==> config.mk <==
export PLATFORM = sky130hd
export DESIGN_NAME = ps2_rx_stream
export DESIGN_NICKNAME = d
export VERILOG_FILES = /design/src/rtl/ps2_pkg.sv /design/src/rtl/ps2_filter.sv /design/src/rtl/ps2_rx_stream.sv
export SDC_FILE = /design/constraint.sdc
export NUM_CORES = 1
export LEC_CHECK = 0
export CORE_ASPECT_RATIO = 0.8
export CORE_MARGIN = 4
export CORE_UTILIZATION = 50
export CTS_CLUSTER_DIAMETER = 50
export DETAILED_ROUTE_END_ITERATION = 6
export PLACE_DENSITY = 0.73
export SLEW_MARGIN = 20
export SYNTH_ARGS = -nofsm -noshare
export SYNTH_HDL_FRONTEND = slang
export SYNTH_HIERARCHICAL = 1
export SYNTH_SLANG_ARGS = --single-unit
==> constraint.sdc <==
create_clock -name clk_i -period 3.4 [get_ports clk_i]
set_clock_uncertainty 0.1 [all_clocks]
set_input_delay 0.68 -clock clk_i [delete_from_list [all_inputs] [get_ports clk_i]]
set_output_delay 0.68 -clock clk_i [all_outputs]
set_load 0.02 [all_outputs]
==> src/rtl/ps2_pkg.sv <==
// Shared definitions for the PS/2 receive path.
//   ps2_state_e       : frame FSM states
//   PS2_DATA_BITS     : data bits per frame
//   PS2_FRAME_BITS    : start + data + parity + stop
//   ps2_odd_parity_ok : odd-parity check over data plus parity bit
package ps2_pkg;

  localparam int unsigned PS2_DATA_BITS  = 8;
  localparam int unsigned PS2_FRAME_BITS = 11;

  typedef enum logic [1:0] {
    StIdle,
    StData,
    StParity,
    StStop
  } ps2_state_e;

  function automatic logic ps2_odd_parity_ok(input logic [PS2_DATA_BITS-1:0] data,
                                             input logic                     parity);
    return ^{data, parity};
  endfunction

endpackage

==> src/rtl/ps2_filter.sv <==
// Synchronizer plus glitch filter for one raw PS/2 line.
//   clk_i  : system clock
//   rst_i  : asynchronous active-high reset; output forced to 1 (idle bus)
//   raw_i  : asynchronous raw line
//   filt_o : filtered line; changes only after DEBOUNCE_CYCLES equal samples
module ps2_filter #(
  parameter int unsigned DEBOUNCE_CYCLES = 20
) (
  input  logic clk_i,
  input  logic rst_i,
  input  logic raw_i,
  output logic filt_o
);

  localparam int unsigned CW = (DEBOUNCE_CYCLES > 1) ? $clog2(DEBOUNCE_CYCLES) : 1;

  logic [1:0]    sync_q;
  logic [CW-1:0] cnt_q;
  logic          filt_q;

  // cnt_q counts consecutive synchronized samples that differ from the
  // current output; any agreeing sample restarts the count.
  always_ff @(posedge clk_i or posedge rst_i) begin
    if (rst_i) begin
      sync_q <= 2'b11;
      cnt_q  <= '0;
      filt_q <= 1'b1;
    end else begin
      sync_q <= {sync_q[0], raw_i};
      if (sync_q[1] == filt_q) begin
        cnt_q <= '0;
      end else if (cnt_q == CW'(DEBOUNCE_CYCLES - 1)) begin
        filt_q <= sync_q[1];
        cnt_q  <= '0;
      end else begin
        cnt_q <= cnt_q + CW'(1);
      end
    end
  end

  assign filt_o = filt_q;

endmodule

==> src/rtl/ps2_rx_stream.sv <==
// PS/2 device-to-host receiver with a byte FIFO and valid/ready output.
//   clk_i, rst_i     : system clock, asynchronous active-high reset
//   kclk_i, kdata_i  : raw asynchronous PS/2 clock and data
//   data_o, valid_o  : FIFO head byte and non-empty flag
//   ready_i          : consumer accepts data_o (pop on valid_o && ready_i)
//   level_o          : FIFO occupancy
//   frame_err_o      : pulse on bad stop bit (or bad parity when checked)
//   timeout_err_o    : pulse when a frame is aborted for lack of clock edges
//   overflow_o       : pulse when a good byte is dropped on a full FIFO
// Build option: define PS2_PARITY_CHECK_EN to enforce odd parity.
module ps2_rx_stream
  import ps2_pkg::*;
#(
  parameter int unsigned DEBOUNCE_CYCLES = 20,
  parameter int unsigned FIFO_DEPTH      = 8,
  parameter int unsigned TIMEOUT_CYCLES  = 100000
) (
  input  logic                             clk_i,
  input  logic                             rst_i,
  input  logic                             kclk_i,
  input  logic                             kdata_i,
  output logic [7:0]                       data_o,
  output logic                             valid_o,
  input  logic                             ready_i,
  output logic [$clog2(FIFO_DEPTH+1)-1:0]  level_o,
  output logic                             frame_err_o,
  output logic                             timeout_err_o,
  output logic                             overflow_o
);

  localparam int unsigned PW = (FIFO_DEPTH > 1) ? $clog2(FIFO_DEPTH) : 1;
  localparam int unsigned LW = $clog2(FIFO_DEPTH + 1);
  localparam int unsigned TW = $clog2(TIMEOUT_CYCLES + 1);
  localparam int unsigned BW = $clog2(PS2_DATA_BITS);

  // ---------------------------------------------------------------------------
  // Input conditioning and falling-edge strobe
  // ---------------------------------------------------------------------------
  logic kclk_f;
  logic kdata_f;

  ps2_filter #(
    .DEBOUNCE_CYCLES(DEBOUNCE_CYCLES)
  ) u_filter_kclk (
    .clk_i (clk_i),
    .rst_i (rst_i),
    .raw_i (kclk_i),
    .filt_o(kclk_f)
  );

  ps2_filter #(
    .DEBOUNCE_CYCLES(DEBOUNCE_CYCLES)
  ) u_filter_kdata (
    .clk_i (clk_i),
    .rst_i (rst_i),
    .raw_i (kdata_i),
    .filt_o(kdata_f)
  );

  logic kclk_prev_q;
  logic strobe_q;

  always_ff @(posedge clk_i or posedge rst_i) begin
    if (rst_i) begin
      kclk_prev_q <= 1'b1;
      strobe_q    <= 1'b0;
    end else begin
      kclk_prev_q <= kclk_f;
      strobe_q    <= kclk_prev_q & ~kclk_f;
    end
  end

  // ---------------------------------------------------------------------------
  // Frame FSM
  // ---------------------------------------------------------------------------
  ps2_state_e               state_q;
  logic [BW-1:0]            bit_cnt_q;
  logic [PS2_DATA_BITS-1:0] shift_q;
  logic [TW-1:0]            timer_q;
  logic                     frame_err_q;
  logic                     timeout_err_q;
  logic                     parity_ok;
  logic                     frame_ok;
  logic                     push;

`ifdef PS2_PARITY_CHECK_EN
  logic parity_q;
  assign parity_ok = ps2_odd_parity_ok(shift_q, parity_q);
`else
  // Parity bit is clocked through the PARITY state but never stored.
  assign parity_ok = 1'b1;
`endif

  assign frame_ok = kdata_f & parity_ok;
  // Combinational push so the byte lands in the FIFO on the STOP strobe edge.
  assign push     = strobe_q & (state_q == StStop) & frame_ok;

  always_ff @(posedge clk_i or posedge rst_i) begin
    if (rst_i) begin
      state_q       <= StIdle;
      bit_cnt_q     <= '0;
      shift_q       <= '0;
      timer_q       <= '0;
      frame_err_q   <= 1'b0;
      timeout_err_q <= 1'b0;
`ifdef PS2_PARITY_CHECK_EN
      parity_q      <= 1'b0;
`endif
    end else begin
      frame_err_q   <= 1'b0;
      timeout_err_q <= 1'b0;
      if (strobe_q) begin
        timer_q <= '0;
        unique case (state_q)
          StIdle: begin
            // A high "start bit" is line noise; stay idle silently.
            if (!kdata_f) begin
              state_q   <= StData;
              bit_cnt_q <= '0;
              shift_q   <= '0;
            end
          end
          StData: begin
            shift_q   <= {kdata_f, shift_q[PS2_DATA_BITS-1:1]};
            bit_cnt_q <= bit_cnt_q + BW'(1);
            if (bit_cnt_q == BW'(PS2_DATA_BITS - 1)) begin
              state_q <= StParity;
            end
          end
          StParity: begin
`ifdef PS2_PARITY_CHECK_EN
            parity_q <= kdata_f;
`endif
            state_q  <= StStop;
          end
          StStop: begin
            frame_err_q <= ~frame_ok;
            state_q     <= StIdle;
          end
          default: state_q <= StIdle;
        endcase
      end else if (state_q != StIdle) begin
        if (timer_q == TW'(TIMEOUT_CYCLES - 1)) begin
          state_q       <= StIdle;
          timer_q       <= '0;
          timeout_err_q <= 1'b1;
        end else begin
          timer_q <= timer_q + TW'(1);
        end
      end else begin
        timer_q <= '0;
      end
    end
  end

  assign frame_err_o   = frame_err_q;
  assign timeout_err_o = timeout_err_q;

  // ---------------------------------------------------------------------------
  // Byte FIFO
  // ---------------------------------------------------------------------------
  logic [7:0]    mem_q [FIFO_DEPTH];
  logic [PW-1:0] wr_ptr_q;
  logic [PW-1:0] rd_ptr_q;
  logic [LW-1:0] level_q;
  logic          overflow_q;
  logic          full;
  logic          valid;
  logic          pop;
  logic          push_ok;

  assign full    = (level_q == LW'(FIFO_DEPTH));
  assign valid   = (level_q != '0);
  assign pop     = valid & ready_i;
  // A pop in the same cycle frees the slot a full FIFO needs.
  assign push_ok = push & (~full | pop);

  always_ff @(posedge clk_i or posedge rst_i) begin
    if (rst_i) begin
      for (int i = 0; i < int'(FIFO_DEPTH); i++) begin
        mem_q[i] <= '0;
      end
      wr_ptr_q   <= '0;
      rd_ptr_q   <= '0;
      level_q    <= '0;
      overflow_q <= 1'b0;
    end else begin
      overflow_q <= push & full & ~pop;
      if (push_ok) begin
        mem_q[wr_ptr_q] <= shift_q;
        wr_ptr_q        <= wr_ptr_q + PW'(1);
      end
      if (pop) begin
        rd_ptr_q <= rd_ptr_q + PW'(1);
      end
      if (push_ok && !pop) begin
        level_q <= level_q + LW'(1);
      end else if (!push_ok && pop) begin
        level_q <= level_q - LW'(1);
      end
    end
  end

  assign valid_o    = valid;
  assign data_o     = valid ? mem_q[rd_ptr_q] : 8'h00;
  assign level_o    = level_q;
  assign overflow_o = overflow_q;

endmodule
==> results.env, run 1 <==
WORST_HOLD_PATH_STAGE_COUNT=0
ROUTED_WIRELENGTH_MM=10.7
CRITPATHCAPTURETYPE='output port'
POST_CTS.REPAIR.SETUP_BUFFERS=0
TIMING.CRITICAL_PATH.FROM_TYPE='flop'
SYNTH.MUX.AREA_FRACTION_PCT=22.2
TIMING.HOLD.WORST_ENDPOINT='u_filter_kdata/sync_q[1]'
SEQ_AREA_SQ_MM=0.00314
VIAS=3469
DRT-PASS1-ITER-COUNT=4
ANT_NETS=0
DRC_ERRORS=0
TOTALPOWERFINAL_mW=3.93
OUTCOME='completed'
RSZ0062_AT_GRT='no'
MAX_CAP_VIOLATIONS=0
MULTI_INPUT_COMB_AREA_SQ_MM=0.00258
SYNTH-COMPOUND-AREA-SHARE_PCT=3.71
SYNTHESIS.INSTANCES=432
REPORT.FINAL.SLEW_VIOL_COUNT=0
POSTSYNTHREGISTERBITS=125
RESIZED_GATES_AFTER_CTS=0
TIMING.RR.START='level_o[0]'
SYNTHXORXNORAREAFRAC_PCT=4.03
WORST_SLEW_PIN_SLEW_NS=0.707
LAYOUT-AREA-OVERHEAD-VS-SYNTH_PCT=16.5
FLOORPLAN.DIE.HEIGHT_MICRONS=105
FILLER_CELL_COUNT=885
HP-START='u_filter_kdata/sync_q[0]'
SYNTHADDERAREAFRAC_PCT=3.32
GRT_START_MAX_NET_PINS=42
SYNTH_FP_NETS=452
DIEAREA_SQ_MM=0.0136
FLOORPLAN.INITIALDENSITY_PCT=51.0
REG2REG_SLACK_NS=0.54
REQUIRED_NS=2.62
SYN-CELL-AREA_SQ_MM=0.00587
TIMING.FINAL.CRIT_SHARE_PCT=94.3
YOSYSUNIQUECELLTYPES=50
WORST-R2R-CELL-COUNT=10
AVGVIACOUNTPERCELL=5.59
FINAL-HOLD-VIOLATION-COUNT=0
FINAL-SETUP-VIOL-COUNT=0
SYNTH_WARNINGS=6
SYNTH-SIMPLE-AREA-SHARE_PCT=10.6
WORST_HOLD_PATH_TYPE='flop to flop'
PATH_CLASS='flop to output port'
WIRE_LENGTH_OF_THE_FIRST_GLOBAL_ROUTING_PASS_MM=18.7
CTS-ROOT-BUF='clkbuf_16'
PLACEMENTROWS=35
STATIC-LEAKAGE-POWER_nW=3.13
DP_HPWL_MM=7.04
CTS_BUFFERS=17
DP_WORST_SETUP_SLACK_NS=0.0759
WL_PER_CELL_MICRONS=17.3
YS.FLOP_TYPE='dfrtp_1'
CLK-INSERTION-DELAY-LATE_NS=0.41
DIE_W_MICRONS=129
MAXSLEWHEADROOM_PCT=52.7
FMAX_MHz=312
COREAREA_SQ_MM=0.0115
HTREEDEPTH=4
PORT_BUFFERS=20
POWER.IR.VDD_WORST_mV=0.418
AVGSYNTHCELLAREA_SQ_UM=13.6
CTS_TREE='done'
SETUP_WS_NS=0.195
WORSTPATHARRIVAL_NS=2.43
REG2REG_TO='level_o[3]'
CTS_HOLD_BUFFERS=0
DRIVE_GT1_SHARE_PCT=32.3
GP_CONGESTION=0.815
DOMINANT_COMBINATIONAL_CELL_FAMILY_BY_AREA_AFTER_SYNTHESIS='multiplexers'
GRT_USE_TOTAL_PCT=17.9
WORST_SETUP_HOLD_PATH_CLK_SLEW_NS=0.06
IO_PINS=21
POWER_PER_CELL_AREA_mW_PER_MM2=574
SYNTH_ENABLE_FLOP_CELLS=0
CRITICAL_PATH.MAX_FANOUT=18
FINAL_NETS=480
ANTENNA_VIOLATIONS_BEFORE_REPAIR=0
CTS.PATH.MAX_BUFFERS=2
POSTSYNTH.ASYNCRESETSHARE_PCT=100
DRT-INITIAL-DRC-COUNT=286
VIAS_IN_THE_FIRST_GLOBAL_ROUTE=3675
TIMING.SETUP.TNS_NS=0
SYNTH_SEQ_AREA_SHARE_PCT=53.4
GR-TOTAL-OVERFLOW=0
CTS_SINKS=125
LAYOUT_MIN_CYCLE_TIME_NS=3.21
ANTENNA_CELLS_INSERTED=0
worst max-delay path: stages (launching register included):
cell and delay [ns]:
dfrtp_1 0.32, buf_4 0.33, mux4_2 0.54, mux2i_1 0.20, nor2_1 0.08, clkdlybuf4s50_1 0.54
registers in the layout, summed over array words and instances (netlist names), 2 cells and up:
name and flops:
mem_q 64, bit_cnt_q 3, level_o 4, wr_ptr_q 3
u_filter_kdata/cnt_q 5, u_filter_kclk/sync_q 2, timer_q 17, u_filter_kdata/sync_q 2
u_filter_kclk/cnt_q 5, state_q 2, shift_q 8, rd_ptr_q 3
power by group:
| group | leakage, nW | internal [mW] | switching, mW |
|---|---|---|---|
| registers | 1.70 | 1.54 | 0.0861 |
| clock network | 0.269 | 1.09 | 0.639 |
| logic | 1.16 | 0.269 | 0.303 |
| total | 3.13 | 2.90 | 1.03 |
cell usage in the layout, fill, tap and decap left out, types with 5 or more instances in the layout:
cell type,n
dfrtp_1,118
mux2_2,51
nor2_1,31
nand2_1,21
clkdlybuf4s50_1,20
mux2_4,18
clkbuf_16,17
mux4_2,16
xnor2_1,16
ha_1,14
nand3_1,13
xor2_1,11
inv_1,10
mux2i_1,10
a22o_1,10
buf_4,10
nor3_1,7
dfstp_2,7
nor3_2,5
clkinvlp_4,5
kinds of logic (layout without fill, tap and decap cells):
kind of cell | Yosys count | in the layout
muxes | 95 | 95
DFF | 125 | 125
AOI/OAI and AO/OA | 27 | 27
xor gates and xnor gates | 27 | 27
buffers and inverters | 35 | 76
adders and majority gates | 15 | 15
and+or+nand+nor | 108 | 108
stage by stage:
| step | utilization [%] | hold slack [ns] | instance area [sq um] | cells |
|---|---|---|---|---|
| after global routing | 59.4 | 0.258 | 6840 | 621 |
| after global placement | 54.4 | 0.246 | 6260 | 589 |
| final | 59.4 | 0.253 | 6840 | 621 |
| after detailed placement | 54.4 | 0.247 | 6260 | 589 |
| after floorplan | - | 0.245 | 5880 | 432 |
| after CTS | 59.4 | 0.253 | 6840 | 621 |
how the worst max path moves through the flow:
| stage | cells past startpoint | slack, ns | startpoint | to |
|---|---|---|---|---|
| after CTS | 5 | 0.16 | rd_ptr_q[0] | data_o[6] |
| after floorplan | 10 | 0.42 | level_o[0] | level_o[3] |
| after global routing | 5 | 0.05 | rd_ptr_q[0] | data_o[7] |
| after detailed placement | 10 | 0.08 | ready_i | level_o[3] |
| after global placement | 10 | 0.21 | ready_i | level_o[3] |
| final | 5 | 0.19 | rd_ptr_q[0] | data_o[6] |
routing by layer:
metal / track usage, % / up-vias / wire length, microns
met5: 0 / - / 0
met4: 5.62 / 0 / 122
met3: 5.26 / 10 / 433
met2: 27.0 / 64 / 5010
met1: 24.9 / 1795 / 5170
li1: - / 1600 / -
cell type report:
cell class | instances | share of cell area, %
clock buffer | 24 | 7.19
clock inverter | 8 | 1.21
inverter | 12 | 0.714
multi-input combinational | 272 | 37.7
sequential | 125 | 45.9
tap | 148 | 2.71
timing repair buffer | 32 | 4.61
synth_stat cells (all sizes together) (2+ instances only):
master / instances / share of area (%)
a21oi: 4 / 0.34
a22o: 10 / 1.5
and2: 4 / 0.43
and3: 3 / 0.34
and4: 4 / 0.64
buf: 15 / 1.4
clkbuf: 8 / 0.51
dfrtp: 118 / 50
dfstp: 7 / 3.1
ha: 14 / 3.0
inv: 12 / 0.77
mux2: 69 / 14
mux2i: 10 / 1.7
mux4: 16 / 6.1
nand2: 21 / 1.3
nand3: 13 / 1.1
nand4: 4 / 0.43
nor2: 32 / 2.1
nor3: 12 / 1.4
nor4: 4 / 1.2
nor4b: 3 / 0.45
o21ai: 4 / 0.34
o21bai: 2 / 0.45
o31ai: 3 / 0.55
or3: 2 / 0.30
xnor2: 16 / 2.4
xor2: 11 / 1.6
(Power assumes the default switching activity.)
==> inputs of run 2 (changes only) <==
Settings changed: ABC_AREA set to 0, SYNTH_HIERARCHICAL 1 to unset.
==> results.env, run 2 <==
REPORT.FINAL.SLEW_VIOL_COUNT=0
SYNTH_WARNINGS=0
WIRE_LENGTH_OF_THE_FIRST_GLOBAL_ROUTING_PASS_MM=19.3
CTS.PATH.MAX_BUFFERS=2
CTS-ROOT-BUF='clkbuf_16'
CRITPATHCAPTURETYPE='output port'
REG2REG_SLACK_NS=0.60
MAX_CAP_VIOLATIONS=0
STATIC-LEAKAGE-POWER_nW=3.11
DRT-INITIAL-DRC-COUNT=192
AVGSYNTHCELLAREA_SQ_UM=13.7
DRIVE_GT1_SHARE_PCT=31.1
FMAX_MHz=313
WL_PER_CELL_MICRONS=18.3
OUTCOME='completed'
FLOORPLAN.DIE.HEIGHT_MICRONS=106
GP_CONGESTION=0.807
POSTSYNTHREGISTERBITS=125
LAYOUT-AREA-OVERHEAD-VS-SYNTH_PCT=15.9
DRC_ERRORS=0
DP_WORST_SETUP_SLACK_NS=0.263
WORST_HOLD_PATH_TYPE='flop to flop'
ROUTED_WIRELENGTH_MM=11.3
GRT_START_MAX_NET_PINS=51
CTS_HOLD_BUFFERS=0
LAYOUT_MIN_CYCLE_TIME_NS=3.19
SETUP_WS_NS=0.205
PLACE_AREA_SQ_MM=0.00628
TIMING.FINAL.CRIT_SHARE_PCT=94.0
VIAS_IN_THE_FIRST_GLOBAL_ROUTE=3657
ANT_NETS=0
REG.LARGEST.LIST='mem_q (64), timer_q (17), shift_q (8)'
CTS_SINKS=125
SYNTH_FP_NETS=454
TIMING.CRITICAL_PATH.FROM_TYPE='flop'
WORST_SETUP_PATH_ENDPOINT='data_o[4]'
REGISTERS.TOP_BY_FF_COUNT='mem_q'
FLOORPLAN.INITIALDENSITY_PCT=51.4
REG2REG_TO='level_o[3]'
SYNTH.TOP_CELLS.BY_AREA='dfrtp_1 50%, mux2_4 10%, mux2_2 6.1%'
SYNTH_TOP_CELL_AREA_SHARE_PCT=49.7
IO_PINS=21
MOST_REPEATED_CELL_IN_THE_GATE_LEVEL_NETLIST_AFTER_SYNTHESIS='dfrtp_1'
MAXSLEWHEADROOM_PCT=53.0
PLACEMENTROWS=35
DIE_W_MICRONS=130
ANTENNA_CELLS_INSERTED=0
FINISH.UTILIZATION_PCT=59.6
GRT_USE_TOTAL_PCT=18.2
FINAL-HOLD-VIOLATION-COUNT=0
POSTSYNTH.ASYNCRESETSHARE_PCT=100
CLK-INSERTION-DELAY-LATE_NS=0.41
DP_HPWL_MM=7.34
PORT_BUFFERS=20
PATH_CLASS='flop to output port'
RSZ0062_AT_GRT='no'
DRT-PASS1-ITER-COUNT=4
WORSTPATHARRIVAL_NS=2.41
REQUIRED_NS=2.62
SYNTH_ENABLE_FLOP_CELLS=0
LAYOUT.CELLS.MOST_COMMON='dfrtp_1'
POWER.IR.VDD_WORST_mV=0.410
DIEAREA_SQ_MM=0.0137
WORST_SLEW_PIN_SLEW_NS=0.703
FINAL_NETS=479
SYNTH_SEQ_AREA_SHARE_PCT=52.8
CTS_BUFFERS=17
VIAS=3534
SYNTHESIS.INSTANCES=434
FINAL-SETUP-VIOL-COUNT=0
FINAL_AREA_SQ_MM=0.00689
TIMING.SETUP.TNS_NS=0
CP-STARTPOINT='rd_ptr_q[0]'
NETLIST.TOP_CELL.BY_AREA='dfrtp_1'
POWER_PER_CELL_AREA_mW_PER_MM2=582
YS.FLOP_TYPE='dfrtp_1'
SYN-CELL-AREA_SQ_MM=0.00594
WORST-R2R-CELL-COUNT=10
GR-TOTAL-OVERFLOW=0
SYNTHTOPCELLSBYCOUNT='118 x dfrtp_1, 40 x mux2_4, 34 x nor2_1'
HTREEDEPTH=4
FILLER_CELL_COUNT=893
AVGVIACOUNTPERCELL=5.70
CTS_TREE='done'
TOTALPOWERFINAL_mW=4.01
TIMING.RR.START='level_o[0]'
LARGEST_REGISTER_FF_COUNT=64
ANTENNA_VIOLATIONS_BEFORE_REPAIR=0
COREAREA_SQ_MM=0.0116
LAYOUT_COMMON_CELLS='117 x dfrtp_1, 40 x mux2_4, 34 x nor2_1, 32 x mux2_2, 20 x clkdlybuf4s50_1'
WORST_SETUP_HOLD_PATH_CLK_SLEW_NS=0.06
YOSYSUNIQUECELLTYPES=49
CRITICAL_PATH.MAX_FANOUT=18
[run 2: per-layer routing]
metal | GRT usage [%] | up-vias | share of wire [%]
met3 | 4.36 | 13 | 3.1
met1 | 25.4 | 1858 | 47
li1 | - | 1611 | -
met2 | 28.3 | 52 | 49
met4 | 5.49 | 0 | 1.2
met5 | 0 | - | 0
[run 2: area by class of cell]
type                            count  area (sq um)  area share, %
Clock buffer                       18           439           6.38
Clock inverter                     14           161           2.34
Inverter                           10          41.3          0.600
Multi-Input combinational cell    274          2620           38.1
Sequential cell                   125          3140           45.6
Tap cell                          148           185           2.69
Timing Repair Buffer               31           299           4.34
[run 2: repair_timing]
item	CTS	global route
buffers inserted	0	0
gates resized for setup	1	1
setup endpoints to repair	2	1
pin swaps	0	0
[run 2: logic make-up after synthesis]
kind of cell    Yosys count  synth area share [%]
compound gates           32                  3.77
mux                      98                  23.9
flops                   125                  52.8
buf+inv                  35                  3.09
fa+ha+maj                15                  3.28
xor+xnor                 23                  3.39
simple gates            106                  9.77
[run 2: power by group]
part | internal (mW) | leakage (nW) | switching, mW
logic | 0.263 | 1.13 | 0.253
clock network | 1.11 | 0.284 | 0.698
registers | 1.54 | 1.70 | 0.139
[run 2: worst max-delay path, cell delays in order, from the launching register on]
cell	delay, ns
dfrtp_1	0.33
buf_6	0.27
mux4_2	0.57
mux2i_1	0.24
nor2_1	0.06
clkdlybuf4s50_1	0.54
[run 2: how the worst min path moves through the flow]
stage	startpoint	slack, ns	cells after the start	to
2_1_floorplan	u_filter_kclk.sync_q[0]	0.25	0	u_filter_kclk.sync_q[1]
3_3_place_gp	u_filter_kclk.sync_q[0]	0.25	0	u_filter_kclk.sync_q[1]
3_5_place_dp	u_filter_kdata.sync_q[0]	0.25	0	u_filter_kdata.sync_q[1]
4_1_cts	u_filter_kclk.sync_q[0]	0.26	0	u_filter_kclk.sync_q[1]
5_1_grt	u_filter_kclk.sync_q[0]	0.26	0	u_filter_kclk.sync_q[1]
6_report	u_filter_kclk.sync_q[0]	0.26	0	u_filter_kclk.sync_q[1]
[run 2: through the flow]
stage                     hold slack, ns  std cells
after floorplan                    0.245        434
after global placement             0.247        588
after detailed placement           0.247        588
after CTS                          0.257        620
after global routing               0.262        620
final                              0.256        620
==> inputs of run 3 (changes only) <==
Settings changed: CORE_ASPECT_RATIO 0.8 to unset.
==> results.env, run 3 (same netlist as run 2, synthesis figures left out) <==
OUTCOME='completed'
CTS_BUFFERS=17
CP_TOP_FAMILY='buffers and inverters'
GR-TOTAL-OVERFLOW=0
WORSTPATHARRIVAL_NS=2.42
REG2REG_SLACK_NS=0.65
MET2ROUTEDLENGTH_MM=5.66
RSZ0062_AT_GRT='no'
SWITCHING_SHARE_PCT=25.0
VIAS=3484
ANTENNA_CELLS_INSERTED=0
REGISTERS.TOP_BY_FF_COUNT='mem_q'
WL_PER_CELL_MICRONS=18.4
CLK-INSERTION-DELAY-LATE_NS=0.41
LAYOUT.CELLS.MOST_COMMON='dfrtp_1'
WORST_SETUP_HOLD_PATH_CLK_SLEW_NS=0.05
PLACEMENTROWS=39
PATH_CLASS='flop to output port'
HTREEDEPTH=4
WORST_HOLD_PATH_TYPE='flop to flop'
WIRE_LENGTH_OF_THE_FIRST_GLOBAL_ROUTING_PASS_MM=19.0
TIMING.CRITICAL_PATH.FROM_TYPE='flop'
DRT-INITIAL-DRC-COUNT=216
POWER.IR.VDD_WORST_mV=0.360
GRT_USE_TOTAL_PCT=18.3
FINAL-HOLD-VIOLATION-COUNT=0
POST_CTS.REPAIR.SETUP_BUFFERS=0
REG.LARGEST.LIST='mem_q (64), timer_q (17), shift_q (8)'
COMBINATIONALPOWERSHARE_PCT=13.2
MAXUSEDROUTINGLAYER='met4'
COREAREA_SQ_MM=0.0115
P_SWITCHING_mW=1.03
FINISH.UTILIZATION_PCT=60.3
LARGEST_REGISTER_FF_COUNT=64
ORDERED_CELL_LIST_FOR_THE_CRITICAL_PATH='buf_4 -> mux4_2 -> mux2i_1 -> nor2_1 -> clkdlybuf4s50_1'
ANT_NETS=0
PORT_BUFFERS=20
TIMING.SETUP.TNS_NS=0
FLOORPLAN.DIE.HEIGHT_MICRONS=117
VIAS_IN_THE_FIRST_GLOBAL_ROUTE=3699
CRITPATHMAXSTAGEDELAY_NS=0.66
GRT_START_MAX_NET_PINS=49
ROUTED_WIRELENGTH_MM=11.4
POWER_PER_CELL_AREA_mW_PER_MM2=595
DETAIL_ROUTE.WIRELENGTH.MET1_MM=5.13
STATIC-LEAKAGE-POWER_nW=3.15
FINAL-SETUP-VIOL-COUNT=0
RESIZED_GATES_AFTER_CTS=0
DRIVE_GT1_SHARE_PCT=31.1
REQUIRED_NS=2.62
SLOWEST_STAGE='dfrtp_1'
CRITICAL_PATH.MAX_FANOUT=10
DIE_W_MICRONS=117
ROUTE.MET3.WL_MICRONS=409
CTS-ROOT-BUF='clkbuf_16'
DP_HPWL_MM=7.37
CLOCKPOWERSHARE_PCT=46.2
LAYOUT_MIN_CYCLE_TIME_NS=3.20
LAYOUT_COMMON_CELLS='118 x dfrtp_1, 40 x mux2_4, 34 x nor2_1, 32 x mux2_2, 20 x clkdlybuf4s50_1'
LAYOUT-AREA-OVERHEAD-VS-SYNTH_PCT=16.8
TIMING.FINAL.CRIT_SHARE_PCT=94.0
FLOORPLAN.INITIALDENSITY_PCT=51.6
MAXSLEWHEADROOM_PCT=58.7
AVGVIACOUNTPERCELL=5.63
ANTENNA_VIOLATIONS_BEFORE_REPAIR=0
CTS_TREE='done'
DRC_ERRORS=0
CRITPATHBUFINV=2
CTS_HOLD_BUFFERS=0
GP_CONGESTION=0.842
DRT-PASS1-ITER-COUNT=5
CTS.PATH.MAX_BUFFERS=2
DIEAREA_SQ_MM=0.0137
CRITPATHCAPTURETYPE='output port'
INTERNAL_POWER_mW=3.10
CTS_SINKS=125
WORST_SLEW_PIN_SLEW_NS=0.619
REPORT.FINAL.SLEW_VIOL_COUNT=0
IO_PINS=21
SEQUENTIALPOWERSHARE_PCT=40.5
MAX_CAP_VIOLATIONS=0
FINAL_NETS=483
FMAX_MHz=313
-- run 3: worst paths after layout --
path | from | endpoint | depth (start not counted)
min in group asynchronous | rst_i | u_filter_kdata.cnt_q[3] | 2
min | u_filter_kdata.sync_q[0] | u_filter_kdata.sync_q[1] | 0
max in group asynchronous | rst_i | mem_q[52] | 3
max reg2reg | level_o[0] | level_o[3] | 9
min reg2reg | u_filter_kdata.sync_q[0] | u_filter_kdata.sync_q[1] | 0
max | rd_ptr_q[1] | data_o[5] | 5
-- run 3: routing by layer --
| layer | track usage, % | vias up |
|---|---|---|
| met1 | 24.2 | 1788 |
| met3 | 5.24 | 15 |
| li1 | - | 1621 |
| met5 | 0 | - |
| met2 | 29.0 | 60 |
| met4 | 6.73 | 0 |
-- run 3: through the flow --
stage / instance area [sq um] / setup WS (ns) / std cells / hold WS (ns) / power, mW
after floorplan: 5950 / 0.456 / 434 / 0.245 / 2.04
after global placement: 6300 / 0.333 / 587 / 0.248 / 2.23
after detailed placement: 6300 / 0.292 / 587 / 0.250 / 2.26
after CTS: 6940 / 0.200 / 619 / 0.257 / 4.18
after global routing: 6940 / 0.127 / 619 / 0.264 / 4.32
final: 6940 / 0.202 / 619 / 0.255 / 4.13
-- run 3: area by class of cell --
type	instances	area, sq um
Sequential cell	125	3140
Clock inverter	10	161
Clock buffer	22	474
Inverter	10	41.3
Tap cell	143	179
Fill cell	886	4580
Multi-Input combinational cell	274	2620
Timing Repair Buffer	35	325
-- run 3: power groups by stage --
stage / Clock (mW) / Sequential [mW] / Combinational (mW)
2_1_floorplan: 0 / 1.65 / 0.393
3_3_place_gp: 0 / 1.70 / 0.537
3_5_place_dp: 0 / 1.70 / 0.557
4_1_cts: 1.94 / 1.68 / 0.561
5_1_grt: 2.03 / 1.69 / 0.598
6_report: 1.91 / 1.67 / 0.546
